`src/rtl/paraleloserial_arbiter.sv`:
```
// Byte-slot scheduler feeding the 8:1 serializer: training preamble, round-robin
// sharing between byte sources, and idle-symbol fill so the serial stream never stalls.
module paraleloserial_arbiter #(
  parameter int          N_REQ      = 4,
  parameter logic [7:0]  IDLE_BYTE  = 8'hBC,
  parameter int          SYNC_BYTES = 4,
  localparam int         GW         = (N_REQ > 1) ? $clog2(N_REQ) : 1
) (
  input  logic               clk32_f,
  input  logic               reset,
  input  logic               enable,
  input  logic [N_REQ-1:0]   req_valid,
  input  logic [8*N_REQ-1:0] req_data,
  output logic [N_REQ-1:0]   req_ready,
  output logic [7:0]         data_out,
  output logic               valid_out,
  output logic               load,
  output logic [GW-1:0]      grant_id,
  output logic [2:0]         bit_cnt
);

  typedef enum logic [1:0] {
    IDLE = 2'd0,
    SYNC = 2'd1,
    RUN  = 2'd2
  } state_t;

  localparam logic [3:0] SYNC_LAST = 4'(SYNC_BYTES);

  state_t         state, state_nxt;
  logic [GW-1:0]  rr_ptr, rr_nxt;
  logic [3:0]     sync_cnt, sync_nxt;
  logic           stop_pend, stop_nxt;
  logic [GW-1:0]  pend_id, pend_id_nxt;
  logic [7:0]     pend_data, pend_data_nxt;
  logic [2:0]     bit_cnt_nxt;
  logic [7:0]     data_nxt;
  logic           valid_nxt;
  logic           load_nxt;
  logic [N_REQ-1:0] ready_nxt;
  logic [GW-1:0]  grant_nxt;

  logic [7:0]     req_bytes [N_REQ];
  logic           found;
  logic [GW-1:0]  winner;
  logic [GW-1:0]  cand;

  for (genvar g = 0; g < N_REQ; g++) begin : g_bytes
    assign req_bytes[g] = req_data[8*g +: 8];
  end

  // Round-robin search starting at rr_ptr; the first valid requester wins.
  always_comb begin
    found  = 1'b0;
    winner = '0;
    cand   = '0;
    for (int k = 0; k < N_REQ; k++) begin
      cand = GW'((int'(rr_ptr) + k) % N_REQ);
      if (!found && req_valid[cand]) begin
        found  = 1'b1;
        winner = cand;
      end
    end
  end

  always_comb begin
    state_nxt     = state;
    bit_cnt_nxt   = bit_cnt + 3'd1;
    data_nxt      = data_out;
    valid_nxt     = valid_out;
    load_nxt      = 1'b0;
    ready_nxt     = '0;
    grant_nxt     = grant_id;
    rr_nxt        = rr_ptr;
    sync_nxt      = sync_cnt;
    stop_nxt      = stop_pend;
    pend_id_nxt   = pend_id;
    pend_data_nxt = pend_data;

    unique case (state)
      IDLE: begin
        bit_cnt_nxt = '0;
        data_nxt    = '0;
        valid_nxt   = 1'b0;
        grant_nxt   = '0;
        sync_nxt    = '0;
        stop_nxt    = 1'b0;
        if (enable) begin
          state_nxt = SYNC;
          data_nxt  = IDLE_BYTE;
          load_nxt  = 1'b1;
          sync_nxt  = 4'd1;
        end
      end

      SYNC, RUN: begin
        // The grant is decided one cycle before the slot boundary so that
        // ready is visible for exactly the bit 7 cycle.
        if (bit_cnt == 3'd6) begin
          if (!enable) begin
            stop_nxt = 1'b1;
          end else if ((state == RUN || sync_cnt == SYNC_LAST) && found) begin
            ready_nxt[winner] = 1'b1;
            pend_id_nxt       = winner;
            pend_data_nxt     = req_bytes[winner];
          end
        end

        if (bit_cnt == 3'd7) begin
          if (stop_pend) begin
            state_nxt = IDLE;
            data_nxt  = '0;
            valid_nxt = 1'b0;
            grant_nxt = '0;
            sync_nxt  = '0;
            stop_nxt  = 1'b0;
          end else if (state == SYNC && sync_cnt != SYNC_LAST) begin
            data_nxt  = IDLE_BYTE;
            valid_nxt = 1'b0;
            load_nxt  = 1'b1;
            sync_nxt  = sync_cnt + 4'd1;
          end else begin
            state_nxt = RUN;
            load_nxt  = 1'b1;
            if (|req_ready) begin
              data_nxt  = pend_data;
              valid_nxt = 1'b1;
              grant_nxt = pend_id;
              rr_nxt    = (pend_id == GW'(N_REQ - 1)) ? '0 : pend_id + GW'(1);
            end else begin
              data_nxt  = IDLE_BYTE;
              valid_nxt = 1'b0;
            end
          end
        end
      end

      default: state_nxt = IDLE;
    endcase
  end

  always_ff @(posedge clk32_f) begin
    if (!reset) begin
      state     <= IDLE;
      bit_cnt   <= '0;
      data_out  <= '0;
      valid_out <= 1'b0;
      load      <= 1'b0;
      req_ready <= '0;
      grant_id  <= '0;
      rr_ptr    <= '0;
      sync_cnt  <= '0;
      stop_pend <= 1'b0;
      pend_id   <= '0;
      pend_data <= '0;
    end else begin
      state     <= state_nxt;
      bit_cnt   <= bit_cnt_nxt;
      data_out  <= data_nxt;
      valid_out <= valid_nxt;
      load      <= load_nxt;
      req_ready <= ready_nxt;
      grant_id  <= grant_nxt;
      rr_ptr    <= rr_nxt;
      sync_cnt  <= sync_nxt;
      stop_pend <= stop_nxt;
      pend_id   <= pend_id_nxt;
      pend_data <= pend_data_nxt;
    end
  end

endmodule

```
`config.mk`:
```
export PLATFORM = sky130hd
export DESIGN_NAME = paraleloserial_arbiter
export DESIGN_NICKNAME = d
export VERILOG_FILES = /design/src/rtl/paraleloserial_arbiter.sv
export SDC_FILE = /design/constraint.sdc
export NUM_CORES = 1
export LEC_CHECK = 0
export ABC_CLOCK_PERIOD_IN_PS = 1700
export CAP_MARGIN = 20
export CORE_MARGIN = 1.5
export CORE_UTILIZATION = 38
export DETAILED_ROUTE_END_ITERATION = 12
export GPL_TIMING_DRIVEN = 0
export HOLD_SLACK_MARGIN = 0.1
export PLACE_DENSITY_LB_ADDON = 0.12
export SYNTH_ARGS = -nofsm -noshare
export SYNTH_HDL_FRONTEND = slang
export SYNTH_SLANG_ARGS = --single-unit
export TNS_END_PERCENT = 20
```
`constraint.sdc`:
```
create_clock -name clk32_f -period 1.7 [get_ports clk32_f]
set_input_delay 0.255 -clock clk32_f [delete_from_list [all_inputs] [get_ports clk32_f]]
set_output_delay 0.255 -clock clk32_f [all_outputs]
set_load 0.03 [all_outputs]
```
# ---- Word level (Yosys, flattened, before mapping)
# Cells that the tools add are included.
dict set report op_classes {
  addsub 6
  n_lt_le_gt_ge 7
  eq_ne 12
  mux 57
  n_bitwise 4
  n_reduce_logical 22
}
# operator count
set ops {}
lappend ops {{2-to-1 mux 8 bit} 7}
lappend ops {{2-to-1 mux 2 bit} 13}
lappend ops {{2-to-1 mux 1 bit} 21}
lappend ops {{binary-select mux 8 bit (select 2 bit)} 1}
lappend ops {{case mux 8 bit (2 select lines)} 1}
lappend ops {{< comparator 2 x 3 -> 1 bit (second input constant)} 5}
lappend ops {{2-to-1 mux 4 bit} 3}
lappend ops {{AND reduction 5 bit} 2}
lappend ops {{inequality test 3 bit (second input constant)} 3}
lappend ops {{binary-select mux 1 bit (select 2 bit)} 4}
lappend ops {{case mux 2 bit (2 select lines)} 2}
lappend ops {{case mux 4 bit (2 select lines)} 1}
lappend ops {{AND reduction 4 bit} 2}
lappend ops {{== test 3 bit (second input constant)} 2}
lappend ops {{logical AND 1 bit} 6}
lappend ops {{case mux 1 bit (2 select lines)} 3}
lappend ops {{AND reduction 3 bit} 2}
lappend ops {{adder 2 x 1 -> 2 bit (second input constant)} 2}
lappend ops {{adder 2 bit (second input constant)} 2}
lappend ops {{adder 4 x 1 -> 4 bit (second input constant)} 1}
lappend ops {{== test 2 bit (second input constant)} 2}
lappend ops {{== test 4 x 3 -> 1 bit (second input constant)} 1}
lappend ops {{inequality test 2 bit (second input constant)} 2}
lappend ops {{inequality test 4 x 3 -> 1 bit (second input constant)} 1}
lappend ops {{other kinds (14)} 19}
dict set report totals {
  register_bits 38
  inputBits 39
  out_inout_bits 19
  word_cells 120
}

# ---- Longest topological paths before layout
# Gate-level depths: netlist (run 1).
dict set report logic_depth {
  depth_word 16
  ltp_mapped 8
  ltp_nobuf 7
}

# ---- Least setup slack after synthesis (run 1)
# No wires, ideal clock.
dict set report synth_path {
  path_kind {flip-flop to flip-flop}
  start {register bit_cnt[0]}
  end {register data_out[2]}
  setup_time_ns 0.132
  t_arrival_ns 1.874
  required_ns 1.568
  slack_ns -0.306
  path_stages_with_launch 8
  n_path_buf 0
  synth_period_minus_slack_ns 2.006
  cell_sequence {dfxtp_1 -> ha_1 -> ha_1 -> inv_1 -> a21oi_1 -> o21ai_0 -> a21oi_1 -> a21oi_1}
}
dict set report synth_via {
  elab_chain_cells 3
}
# element line
set synth_rtl {}
lappend synth_rtl {{start, declared} 19} ;# output logic [2:0] bit_cnt
lappend synth_rtl {{start signal, assigned} 158} ;# bit_cnt <= bit_cnt_nxt;
lappend synth_rtl {{== test 3 bit} 109} ;# if (bit_cnt == 3'd7) begin
lappend synth_rtl {{inequality test 2 bit (no source line)} -}
lappend synth_rtl {{AND reduction 2 bit (no source line)} -}
lappend synth_rtl {{end signal, assigned} 159} ;# data_out <= data_nxt;
lappend synth_rtl {{end, declared} 15} ;# output logic [7:0] data_out,
# No other way between the ends.
# A chain may end at the register's enable or synchronous reset.

# ---- Worst setup path after layout (run 1)
dict set report layout_path {
  start {register state[0]}
  end {register req_ready[0]}
}
dict set report layout_via {
  elab_chain_cells 4
  elab_cells_between_ends 6
  classes_between {eq/ne (2); reduce/logical (4)}
}
# element line
set layout_rtl {}
lappend layout_rtl {{start, declared} 30} ;# state_t state, state_nxt;
lappend layout_rtl {{start signal, assigned} 157} ;# state <= state_nxt;
lappend layout_rtl {{== test 2 bit} {80, 102}}
lappend layout_rtl {{logical OR 1 bit} 102} ;# end else if ((state == RUN || sync_cnt == SYNC_LAST) && found) begin
lappend layout_rtl {{logical AND 1 bit} 102}
lappend layout_rtl {{AND reduction 5 bit (no source line) (*)} -}
lappend layout_rtl {{end signal, assigned} 162} ;# req_ready <= ready_nxt;
lappend layout_rtl {{end, declared} 14} ;# output logic [N_REQ-1:0] req_ready,
# Mark *: on every way between the ends. The rest lies on a longest branch, timed or not.

==> results by group, run 1 <==
CTS
  – TritonCTS buffer count: 5
  – Clock Pin Slew Worst Setup and Hold Paths: 0.08 ns
  – Sink Count: 38
  – H-tree depth: 2
  – Worst skew pair latency: 0.29 ns
  – Clock Tree Root: clkbuf_8
  – CTS Buffer Depth: 2
  – CTS tree: yes

Timing
  – Final hold vios: 0
  – Max Freq: 575 MHz
  – Count of final setup violators: 10
  – RSZ-0062 raised after global routing: yes
  – Hold WS: 0.431 ns
  – Final Skew: 0.0109 ns
  – Final Max Tran Viols: 0
  – Slew headroom: 0.678
  – Clock period minus worst slack: 1.74 ns
  – Tcrit/Tclk final: 1.02
  – Worst Slack Setup Final: -0.0399 ns
  – Slew @ Worst Pin: 0.479 ns

Layout
  – Post-Route Utilization: 0.620
  – Area growth, synth to finish: 55.6%
  – Layout cells sized above 1: 0.263
  – Layout net count: 329
  – Fill count: 432
  – Multi-input gate area: 1260 sq um
  – Antenna cells: 0
  – Storage cell area: 771 sq um

Critical path
  – Crit path max fanout: 6
  – Worst r2r dst: req_ready[0]
  – Data arrival, critical path: 1.97 ns
  – CP endpoint kind: flop
  – CP Data Required Time: 1.93 ns
  – WS Path Type: flop to flop
  – Startpoint types: flop
  – Reg2reg start: state[0]
  – Path depth of the worst reg2reg path: 7
  – Reg2Reg Setup Slack: -0.04 ns

Synthesis
  – Count leader, synth: dfxtp_1
  – Cells after synthesis: 207
  – Netlist cell types: 38
  – Post-synth EDFFs: 0
  – Synth area leaders: dfxtp_1, mux2i_1, ha_1
  – #FFs+latches synth: 38
  – Synth async-reset ratio: 0
  – Yosys warnings: 0
  – Most instantiated cells after synthesis: dfxtp_1, nor2_1, a21oi_1, mux2i_1, nand3_1
  – Synth area leader: dfxtp_1
  – Post-synthesis sequential area ratio: 0.401
  – Post-synth top area share: 0.401
  – Ys flop type: dfxtp_1
  – Mapped Nets: 256
  – Mapped Area: 1900 sq um
  – Avg Cell Area, Syn: 9.16 sq um

Drt
  – Routed Antenna Nets: 0
  – Initial drt markers: 53
  – Final wirelength: 5150 um
  – Detailed-route via count: 1822
  – DRC: 0
  – Drt wl/cell: 14.8 um
  – Vias per cell: 5.24
  – Pre-antenna DRT Iters: 4

GRT
  – First-pass GRT wire length: 8400 um
  – Number of global-route vias before repair: 1818
  – Largest net degree at the start of global routing: 13
  – All-layer global routing usage: 0.202
  – GRT overflow: 0
  – Antenna violations before repair: 0

Power
  – PwrDens: 1100 nW/um^2
  – Switching share of power: 0.392
  – Sequential share of power: 0.334
  – Cell internal pwr: 1.98 mW
  – Combinational power share: 0.465
  – LEAKAGE: 1.08 nW
  – Switching pwr: 1.28 mW
  – Worst VDD drop: 0.000850 V
  – Clock share of power: 0.201

Hold path
  – Worst Hold Path EP: bit_cnt[0]
  – Hold depth: 1
  – Worst Hold Class: flop to flop
  – Worst Hold Launch: bit_cnt[0]

Status
  – Failing checks: setup timing
  – Status: finished, violations left

Die
  – Starting density of the core: 0.399
  – Placeable Area: 4750 sq um
  – Die Y-Extent: 73.6 um
  – Die Footprint: 5420 sq um
  – Boundary Pins: 58
  – FP Rows: 25
  – Die W: 73.6 um

Run
  – Max Cap Viol: 0

Place
  – GP Congestion: 0.786
  – PortBufs: 57
  – DPL Wire Length: 3590 um
worst max path at each step:
stage | start | to | slack, ns | depth (start not counted)
after detailed placement | enable | pend_data[0] | -0.53 | 6
after floorplan | bit_cnt[0] | data_out[2] | -0.06 | 7
after global routing | reset | data_out[4] | -0.10 | 5
after CTS | state[0] | req_ready[2] | -0.03 | 7
final | state[0] | req_ready[0] | -0.04 | 7
after global placement | enable | pend_data[7] | -0.51 | 6
power by group through the flow:
stage | logic (mW) | clock network [mW] | registers (mW)
after floorplan | 0.660 | 0 | 1.21
after global placement | 1.19 | 0 | 1.09
after detailed placement | 1.19 | 0 | 1.09
after CTS | 1.42 | 0.662 | 1.08
after global routing | 1.62 | 0.705 | 1.10
final | 1.51 | 0.654 | 1.09
per-layer routing:
metal  vias up  GRT usage  share of wire
met5         -          0              0
met4         0     0.0700          0.014
met3         6     0.0521          0.048
met2        64      0.324           0.49
met1       845      0.262           0.45
li1        907          -              -
cell families after synthesis:
group | after synthesis | share of synthesized area
flops | 38 | 0.401
simple gates | 67 | 0.174
fa+ha+maj | 10 | 0.0660
buf+inv | 17 | 0.0469
mux | 20 | 0.106
compound gates | 55 | 0.206
state kept, by name, indices dropped and copies added, names as in the netlist:
| name | flops |
|---|---|
| rr_ptr | 2 |
| pend_id | 2 |
| state | 2 |
| sync_cnt | 4 |
| req_ready | 4 |
| stop_pend | 1 |
| load | 1 |
| grant_id | 2 |
| pend_data | 8 |
| data_out | 8 |
| bit_cnt | 3 |
| valid_out | 1 |
per-stage QoR:
step / cell area, sq um / cells / worst slack (ns) / power [mW] / setup TNS [ns]
6_report: 2950 / 348 / -0.0399 / 3.25 / -0.141
4_1_cts: 2870 / 348 / -0.0299 / 3.16 / -0.250
3_3_place_gp: 2560 / 331 / -0.512 / 2.27 / -10.95
3_5_place_dp: 2560 / 331 / -0.529 / 2.28 / -11.87
2_1_floorplan: 1900 / 207 / -0.0643 / 1.87 / -0.984
5_1_grt: 2950 / 348 / -0.101 / 3.42 / -1.36
repair_timing:
item	CTS	global route
resized for setup	35	22
endpoints found under the setup margin	33	30
buffers inserted	9	0
hold buffers	0	0
pin swaps	8	6
critical path: stages, from the launching register on:
cell and delay [ns]:
dfxtp_4 0.38, inv_4 0.05, ha_4 0.29, and4_4 0.23, o21ai_4 0.08, or2_4 0.24, or3_4 0.33, nor2_1 0.08
cells in the final DEF, fill, tap and decap left out, types with 2 or more instances in the layout:
cell             instances
buf_4                    8
nor4_2                   2
nor2_4                   2
buf_6                    3
inv_1                    8
inv_4                    2
o21ai_0                  7
nor2_2                   2
nand3_1                 10
nand4_1                  2
mux2i_2                  6
a211oi_1                 2
o221ai_2                 8
nor3_1                   2
dfxtp_1                 32
clkbuf_1                 2
nand2b_1                 3
nand2_1                 11
dfxtp_2                  5
o22ai_2                  2
a22oi_1                  7
clkdlybuf4s50_1         57
ha_1                     6
a21oi_1                 17
ha_2                     3
nor2_1                  22
mux2i_1                 13
clkbuf_8                 6
nand3_4                  2
cell type report:
cell class / instances / area share
sequential: 38 / 0.261
buffer: 6 / 0.0187
timing repair buffer: 66 / 0.218
clock buffer: 6 / 0.0280
clock inverter: 2 / 0.00424
multi-input combinational: 152 / 0.426
tap: 67 / 0.0284
inverter: 11 / 0.0157
Power figures use the tool's default switching activity.
==> run 2: changes to the inputs <==
--- a/config.mk
+++ b/config.mk
@@ -13,6 +13,7 @@
 export GPL_TIMING_DRIVEN = 0
 export HOLD_SLACK_MARGIN = 0.1
 export PLACE_DENSITY_LB_ADDON = 0.12
+export SKIP_LAST_GASP = 1
 export SYNTH_ARGS = -nofsm -noshare
 export SYNTH_HDL_FRONTEND = slang
 export SYNTH_SLANG_ARGS = --single-unit
==> run 2 against run 1 <==
The run still ends with setup timing left. Non-clock buffer count unchanged. Maximum frequency down 1.5%. Via count up 0.82%. Cell area shrank 0.25%. Sequential power hardly changed. Clock power about the same. Critical path depth stayed put. Largest cell class unchanged.
==> results by group, run 2 (synthesis results as in run 1) <==
Critical path
  – Startpoint types: flop (unchanged)
  – CP Data Required Time: 1.93 ns (about the same)
  – WS Path Type: flop to flop (unchanged)
  – Data arrival, critical path: 2.00 ns (was 1.97 ns)
  – CP endpoint kind: flop (unchanged)
  – Crit path max fanout: 6 (unchanged)

Timing
  – Final Skew: 0.00731 ns (was 0.0109 ns)
  – RSZ-0062 raised after global routing: yes (unchanged)
  – Final Max Tran Viols: 0 (unchanged)
  – Slew @ Worst Pin: 0.468 ns (was 0.479 ns)
  – Max Freq: 566 MHz (was 575 MHz)
  – Tcrit/Tclk final: 1.04 (was 1.02)
  – Worst Slack Setup Final: -0.0658 ns (was -0.0399 ns)
  – Clock period minus worst slack: 1.77 ns (was 1.74 ns)
  – Count of final setup violators: 12 (was 10)
  – Slew headroom: 0.685 (was 0.678)
  – Final hold vios: 0 (unchanged)

GRT
  – Number of global-route vias before repair: 1818 (unchanged)
  – GRT overflow: 0 (unchanged)
  – Largest net degree at the start of global routing: 13 (unchanged)
  – First-pass GRT wire length: 8350 um (was 8400 um)
  – Antenna violations before repair: 0 (unchanged)
  – All-layer global routing usage: 0.201 (was 0.202)

Drt
  – Pre-antenna DRT Iters: 4 (unchanged)
  – Final wirelength: 5100 um (was 5150 um)
  – Vias per cell: 5.28 (was 5.24)
  – Drt wl/cell: 14.6 um (was 14.8 um)
  – DRC: 0 (unchanged)
  – Met1 WL: 2270 um (was 2320 um)
  – Uppermost layer routed: met4 (unchanged)
  – Routed met3 length: 279 um (was 249 um)
  – Routed Antenna Nets: 0 (unchanged)
  – Met2 wire len: 2440 um (was 2500 um)
  – Detailed-route via count: 1837 (was 1822)
  – Initial drt markers: 50 (was 53)

Status
  – Status: finished, violations left (unchanged)
  – Failing checks: setup timing (unchanged)

Die
  – Die Footprint: 5420 sq um (unchanged)
  – Boundary Pins: 58 (unchanged)
  – FP Rows: 25 (unchanged)
  – Starting density of the core: 0.399 (unchanged)
  – Placeable Area: 4750 sq um (unchanged)
  – Die Y-Extent: 73.6 um (unchanged)
  – Die W: 73.6 um (unchanged)

CTS
  – H-tree depth: 2 (unchanged)
  – Hold_buf cts: 0 (unchanged)
  – Clock Tree Root: clkbuf_8 (unchanged)
  – CTS tree: yes (unchanged)
  – Clock Pin Slew Worst Setup and Hold Paths: 0.08 ns (about the same)
  – TritonCTS buffer count: 5 (unchanged)
  – Worst skew pair latency: 0.29 ns (about the same)
  – Sink Count: 38 (unchanged)
  – CTS Buffer Depth: 2 (unchanged)

Power
  – PwrDens: 1100 nW/um^2 (about the same)
  – Worst VDD drop: 0.000850 V (about the same)
  – Power Total: 3.23 mW (was 3.25 mW)
  – LEAKAGE: 1.09 nW (was 1.08 nW)

Layout
  – Antenna cells: 0 (unchanged)
  – Layout net count: 329 (unchanged)
  – Post-Route Utilization: 0.619 (was 0.620)
  – Layout cells sized above 1: 0.253 (was 0.263)
  – Top Registers: data_out (8), pend_data (8) (unchanged)
  – Post-layout instance area: 2940 sq um (was 2950 sq um)
  – Area growth, synth to finish: 55.2% (was 55.6%)
  – Commonest non-fill, non-tap cells in the layout: clkdlybuf4s50_1, dfxtp_1, nor2_1 (unchanged)
  – Most common cell after layout, fill and taps aside: clkdlybuf4s50_1 (unchanged)

Place
  – PortBufs: 57 (unchanged)
  – Dpl cell area: 2560 sq um (unchanged)
  – GP Congestion: 0.786 (unchanged)
  – Place WS: -0.529 ns (unchanged)
  – DPL Wire Length: 3590 um (unchanged)

Hold path
  – Worst Hold Class: flop to flop (unchanged)

Run
  – Max Cap Viol: 0 (unchanged)
## run 2: cell types whose count changed in the layout (fill, tap and decap cells not counted)
cell     previous run  this run
inv_2               1         3
nand3_1            10         9
buf_4               8         7
buf_6               3         4
ha_1                6         9
nand3_2             1         2
inv_4               2         0
mux2i_2             6         5
mux2i_1            13        14
ha_2                3         0
## run 2: final cells by class
type / count / area (sq um)
fillers: 427 / 1810
multi-input cells: 152 / 1250
flip-flops and latches: 38 / 771
repair buffers: 66 / 646
well taps: 67 / 83.8
clock buffers: 6 / 82.6
plain buffers: 6 / 55.1
inverters: 11 / 41.3
clock inverters: 2 / 12.5
## run 2: per-layer routing
layer	up-vias	global-route usage
met3	14	0.0508
li1	904	-
met5	-	0
met4	0	0.0617
met1	853	0.261
met2	66	0.326
## run 2: worst paths after layout
kind	to	cells after the start	from	slack, ns
hold reg to reg	bit_cnt[0]	1	bit_cnt[0]	0.43
hold / removal	bit_cnt[0]	1	bit_cnt[0]	0.43
setup / recovery	req_ready[0]	7	state[0]	-0.07
setup reg to reg	req_ready[0]	7	state[0]	-0.07
## run 2: report_power, final
group | switching (mW) | internal, mW
registers | 0.0736 | 1.01
logic | 0.859 | 0.634
clock network | 0.330 | 0.326
total | 1.26 | 1.97
## run 2: worst max-delay path, cell delays in order (launching register included)
cell,delay [ns]
dfxtp_4,0.37
inv_2,0.06
ha_4,0.29
and4_4,0.23
o21ai_4,0.08
or2_4,0.26
or3_4,0.34
nor2_1,0.09
## run 2: timing repair
| item | CTS | global route |
|---|---|---|
| gates resized for setup | 30 | 23 |
| setup buffers | 9 | 0 |
| pin swaps | 8 | 3 |
| endpoints found under the setup margin | 33 | 32 |
## run 2: stage by stage
step | cells | hold WS [ns] | TNS, ns
finish | 348 | 0.431 | -0.404
detailed placement | 331 | 0.424 | -11.87
global placement | 331 | 0.421 | -10.95
floorplan | 207 | 0.435 | -0.984
global route | 348 | 0.459 | -1.91
CTS | 348 | 0.435 | -0.375
==> run 3: changes to the inputs <==
--- a/config.mk
+++ b/config.mk
@@ -6,8 +6,6 @@
 export NUM_CORES = 1
 export LEC_CHECK = 0
 export ABC_CLOCK_PERIOD_IN_PS = 1700
-export CAP_MARGIN = 20
-export CORE_MARGIN = 1.5
 export CORE_UTILIZATION = 38
 export DETAILED_ROUTE_END_ITERATION = 12
 export GPL_TIMING_DRIVEN = 0
==> run 3 against run 2 <==
The flow still finishes with violations (setup timing). Setup slack lost 0.024 ns. Cell area shrank 0.72%. Hold slack gained 0.0023 ns. Routed wire length shrank 2.9%. First-iteration DRC count grew 140%. Core utilization shrank 0.45 points. Die area shrank 2.7%. Highest routed layer unchanged.
==> results by group, run 3 (synthesis results as in run 1) <==
Status
  – Status: finished, violations left (unchanged)
  – Failing checks: setup timing (unchanged)

Die
  – Starting density of the core: 0.399 (unchanged)
  – Die Footprint: 5280 sq um (was 5420 sq um)
  – Die W: 72.6 um (was 73.6 um)
  – FP Rows: 25 (unchanged)
  – Placeable Area: 4750 sq um (unchanged)
  – Boundary Pins: 58 (unchanged)
  – Die Y-Extent: 72.6 um (was 73.6 um)

Layout
  – Most common cell after layout, fill and taps aside: clkdlybuf4s50_1 (unchanged)
  – Layout cells sized above 1: 0.230 (was 0.253)
  – Top Registers: data_out (8), pend_data (8) (unchanged)
  – Antenna cells: 0 (unchanged)
  – Post-Route Utilization: 0.614 (was 0.619)
  – Layout net count: 335 (was 329)
  – Area growth, synth to finish: 54.1% (was 55.2%)
  – Commonest non-fill, non-tap cells in the layout: clkdlybuf4s50_1, dfxtp_1, nor2_1 (unchanged)
  – Post-layout instance area: 2920 sq um (was 2940 sq um)

CTS
  – CTS Buffer Depth: 2 (unchanged)
  – H-tree depth: 2 (unchanged)
  – Sink Count: 38 (unchanged)
  – CTS tree: yes (unchanged)
  – TritonCTS buffer count: 5 (unchanged)
  – Worst skew pair latency: 0.30 ns (was 0.29 ns)
  – Clock Tree Root: clkbuf_8 (unchanged)
  – Clock Pin Slew Worst Setup and Hold Paths: 0.08 ns (about the same)
  – Hold_buf cts: 0 (unchanged)

GRT
  – Routing usage on met3: 0.0483 (was 0.0508)
  – Largest net degree at the start of global routing: 13 (unchanged)
  – Number of global-route vias before repair: 1714 (was 1818)
  – GR Util met2: 0.306 (was 0.326)
  – GRT overflow: 0 (unchanged)
  – Antenna violations before repair: 0 (unchanged)
  – Most Crowded Layer GR: met2 (unchanged)
  – GRT met1 Usage: 0.261 (about the same)
  – All-layer global routing usage: 0.195 (was 0.201)
  – First-pass GRT wire length: 7900 um (was 8350 um)

Drt
  – Routed Antenna Nets: 0 (unchanged)
  – DRC: 0 (unchanged)
  – Vias per cell: 5.23 (was 5.28)
  – Detailed-route via count: 1852 (was 1837)
  – Pre-antenna DRT Iters: 4 (unchanged)
  – Drt wl/cell: 14.0 um (was 14.6 um)
  – Final wirelength: 4950 um (was 5100 um)
  – Initial drt markers: 119 (was 50)

Critical path
  – Path depth of the worst reg2reg path: 7 (unchanged)
  – Crit path max fanout: 5 (was 6)
  – CP Data Required Time: 1.89 ns (was 1.93 ns)
  – CP endpoint kind: flop (unchanged)
  – Startpoint types: flop (unchanged)
  – Worst r2r dst: sync_cnt[3] (was req_ready[0])
  – Crit-path leading delay family: flip-flops (was simple AND/OR/NAND/NOR gates)
  – Data arrival, critical path: 1.98 ns (was 2.00 ns)
  – Reg2reg start: state[1] (was state[0])
  – Crit-path cells: inv_2 -> ha_4 -> buf_4 -> clkinvlp_4 -> o31ai_4 -> nand4_1 -> mux2_2 (was inv_2 -> ha_4 -> and4_4 -> o21ai_4 -> or2_4 -> or3_4 -> nor2_1)
  – Buf+Inv Stages, Crit Path: 3 (was 1)
  – Critical Path Source: state[1] (was state[0])
  – WS Path Type: flop to flop (unchanged)
  – Reg2Reg Setup Slack: -0.09 ns (was -0.07 ns)
  – Slowest cell on the critical path: dfxtp_2 (was dfxtp_4)
  – Slowest stage delay, CP: 0.36 ns (was 0.37 ns)

Timing
  – Clock period minus worst slack: 1.79 ns (was 1.77 ns)
  – Final hold vios: 0 (unchanged)
  – Slew @ Worst Pin: 0.424 ns (was 0.468 ns)
  – Tcrit/Tclk final: 1.05 (was 1.04)
  – RSZ-0062 raised after global routing: yes (unchanged)
  – Worst Slack Setup Final: -0.0896 ns (was -0.0658 ns)
  – Max Freq: 559 MHz (was 566 MHz)
  – Count of final setup violators: 15 (was 12)
  – Final Skew: 0.00842 ns (was 0.00731 ns)
  – Slew headroom: 0.715 (was 0.685)
  – Final Max Tran Viols: 0 (unchanged)

Power
  – LEAKAGE: 1.10 nW (was 1.09 nW)
  – Worst VDD drop: 0.000856 V (was 0.000850 V)
  – Power Total: 3.40 mW (was 3.23 mW)
  – PwrDens: 1160 nW/um^2 (was 1100 nW/um^2)

Place
  – GP Congestion: 0.809 (was 0.786)
  – Place WS: -0.528 ns (was -0.529 ns)
  – PortBufs: 57 (unchanged)
  – Dpl cell area: 2560 sq um (unchanged)
  – DPL Wire Length: 3420 um (was 3590 um)

Hold path
  – Worst Hold Path EP: bit_cnt[0] (unchanged)
  – Worst Hold Class: flop to flop (unchanged)
  – Worst Hold Launch: bit_cnt[0] (unchanged)
  – Hold depth: 1 (unchanged)

Run
  – Max Cap Viol: 0 (unchanged)
[run 3: cell types whose count changed in the layout (fill, tap and decap cells not counted), moves of 2 or more]
cell	previous run	this run
buf_4	7	15
buf_6	4	2
mux2i_1	14	17
mux2i_2	5	2
nand3_1	9	11
nand3_2	2	0
o221ai_1	0	6
o221ai_2	8	2
[run 3: worst reg2reg max path: cells and delay by family (launching register included)]
family,cells,cell delay [ns]
adders and majority gates,1,0.27
and+or+nand+nor,1,0.14
DFF,1,0.36
buffers and inverters,3,0.33
muxes,1,0.28
AOI/OAI and AO/OA,1,0.30
[run 3: power breakdown]
group | switching (mW) | total (mW) | internal, mW
Combinational | 0.874 | 1.56 | 0.682
Sequential | 0.0708 | 1.07 | 1.00
Clock | 0.334 | 0.766 | 0.432
Total | 1.28 | 3.40 | 2.12
[run 3: layout make-up]
cell class | count | area (sq um)
fill | 442 | 1830
multi-input combinational | 152 | 1180
sequential | 38 | 767
timing repair buffer | 72 | 683
tap | 67 | 83.8
clock buffer | 5 | 68.8
buffer | 6 | 55.1
inverter | 11 | 45.0
clock inverter | 3 | 40.0
[run 3: how the worst max path moves through the flow]
| stage | end | slack (ns) | cells past startpoint |
|---|---|---|---|
| after floorplan | data_out[2] | -0.06 | 7 |
| after global placement | pend_data[7] | -0.50 | 6 |
| after detailed placement | pend_data[5] | -0.53 | 6 |
| after CTS | sync_cnt[3] | -0.03 | 7 |
| after global routing | sync_cnt[3] | -0.16 | 7 |
| final | sync_cnt[3] | -0.09 | 7 |
[run 3: per-layer routing]
| layer | routed length, um | part of all wire |
|---|---|---|
| met1 | 2290 | 0.46 |
| met2 | 2390 | 0.48 |
| met3 | 210 | 0.042 |
| met4 | 60 | 0.012 |
| met5 | 0 | 0 |
[run 3: what timing repair did]
item / 4_1_cts / 5_1_grt
buffers inserted: 10 / 5
hold endpoints to repair: 0 / 0
gates resized for setup: 22 / 16
pin swaps: 7 / 7
setup endpoints to repair: 33 / 33
[run 3: metrics by stage]
stage          TNS [ns]  hold slack, ns  std cells
2_1_floorplan    -0.984           0.435        207
3_3_place_gp     -11.00           0.420        331
3_5_place_dp     -11.37           0.428        331
4_1_cts         -0.0998           0.437        349
5_1_grt           -1.79           0.458        354
6_report         -0.506           0.434        354
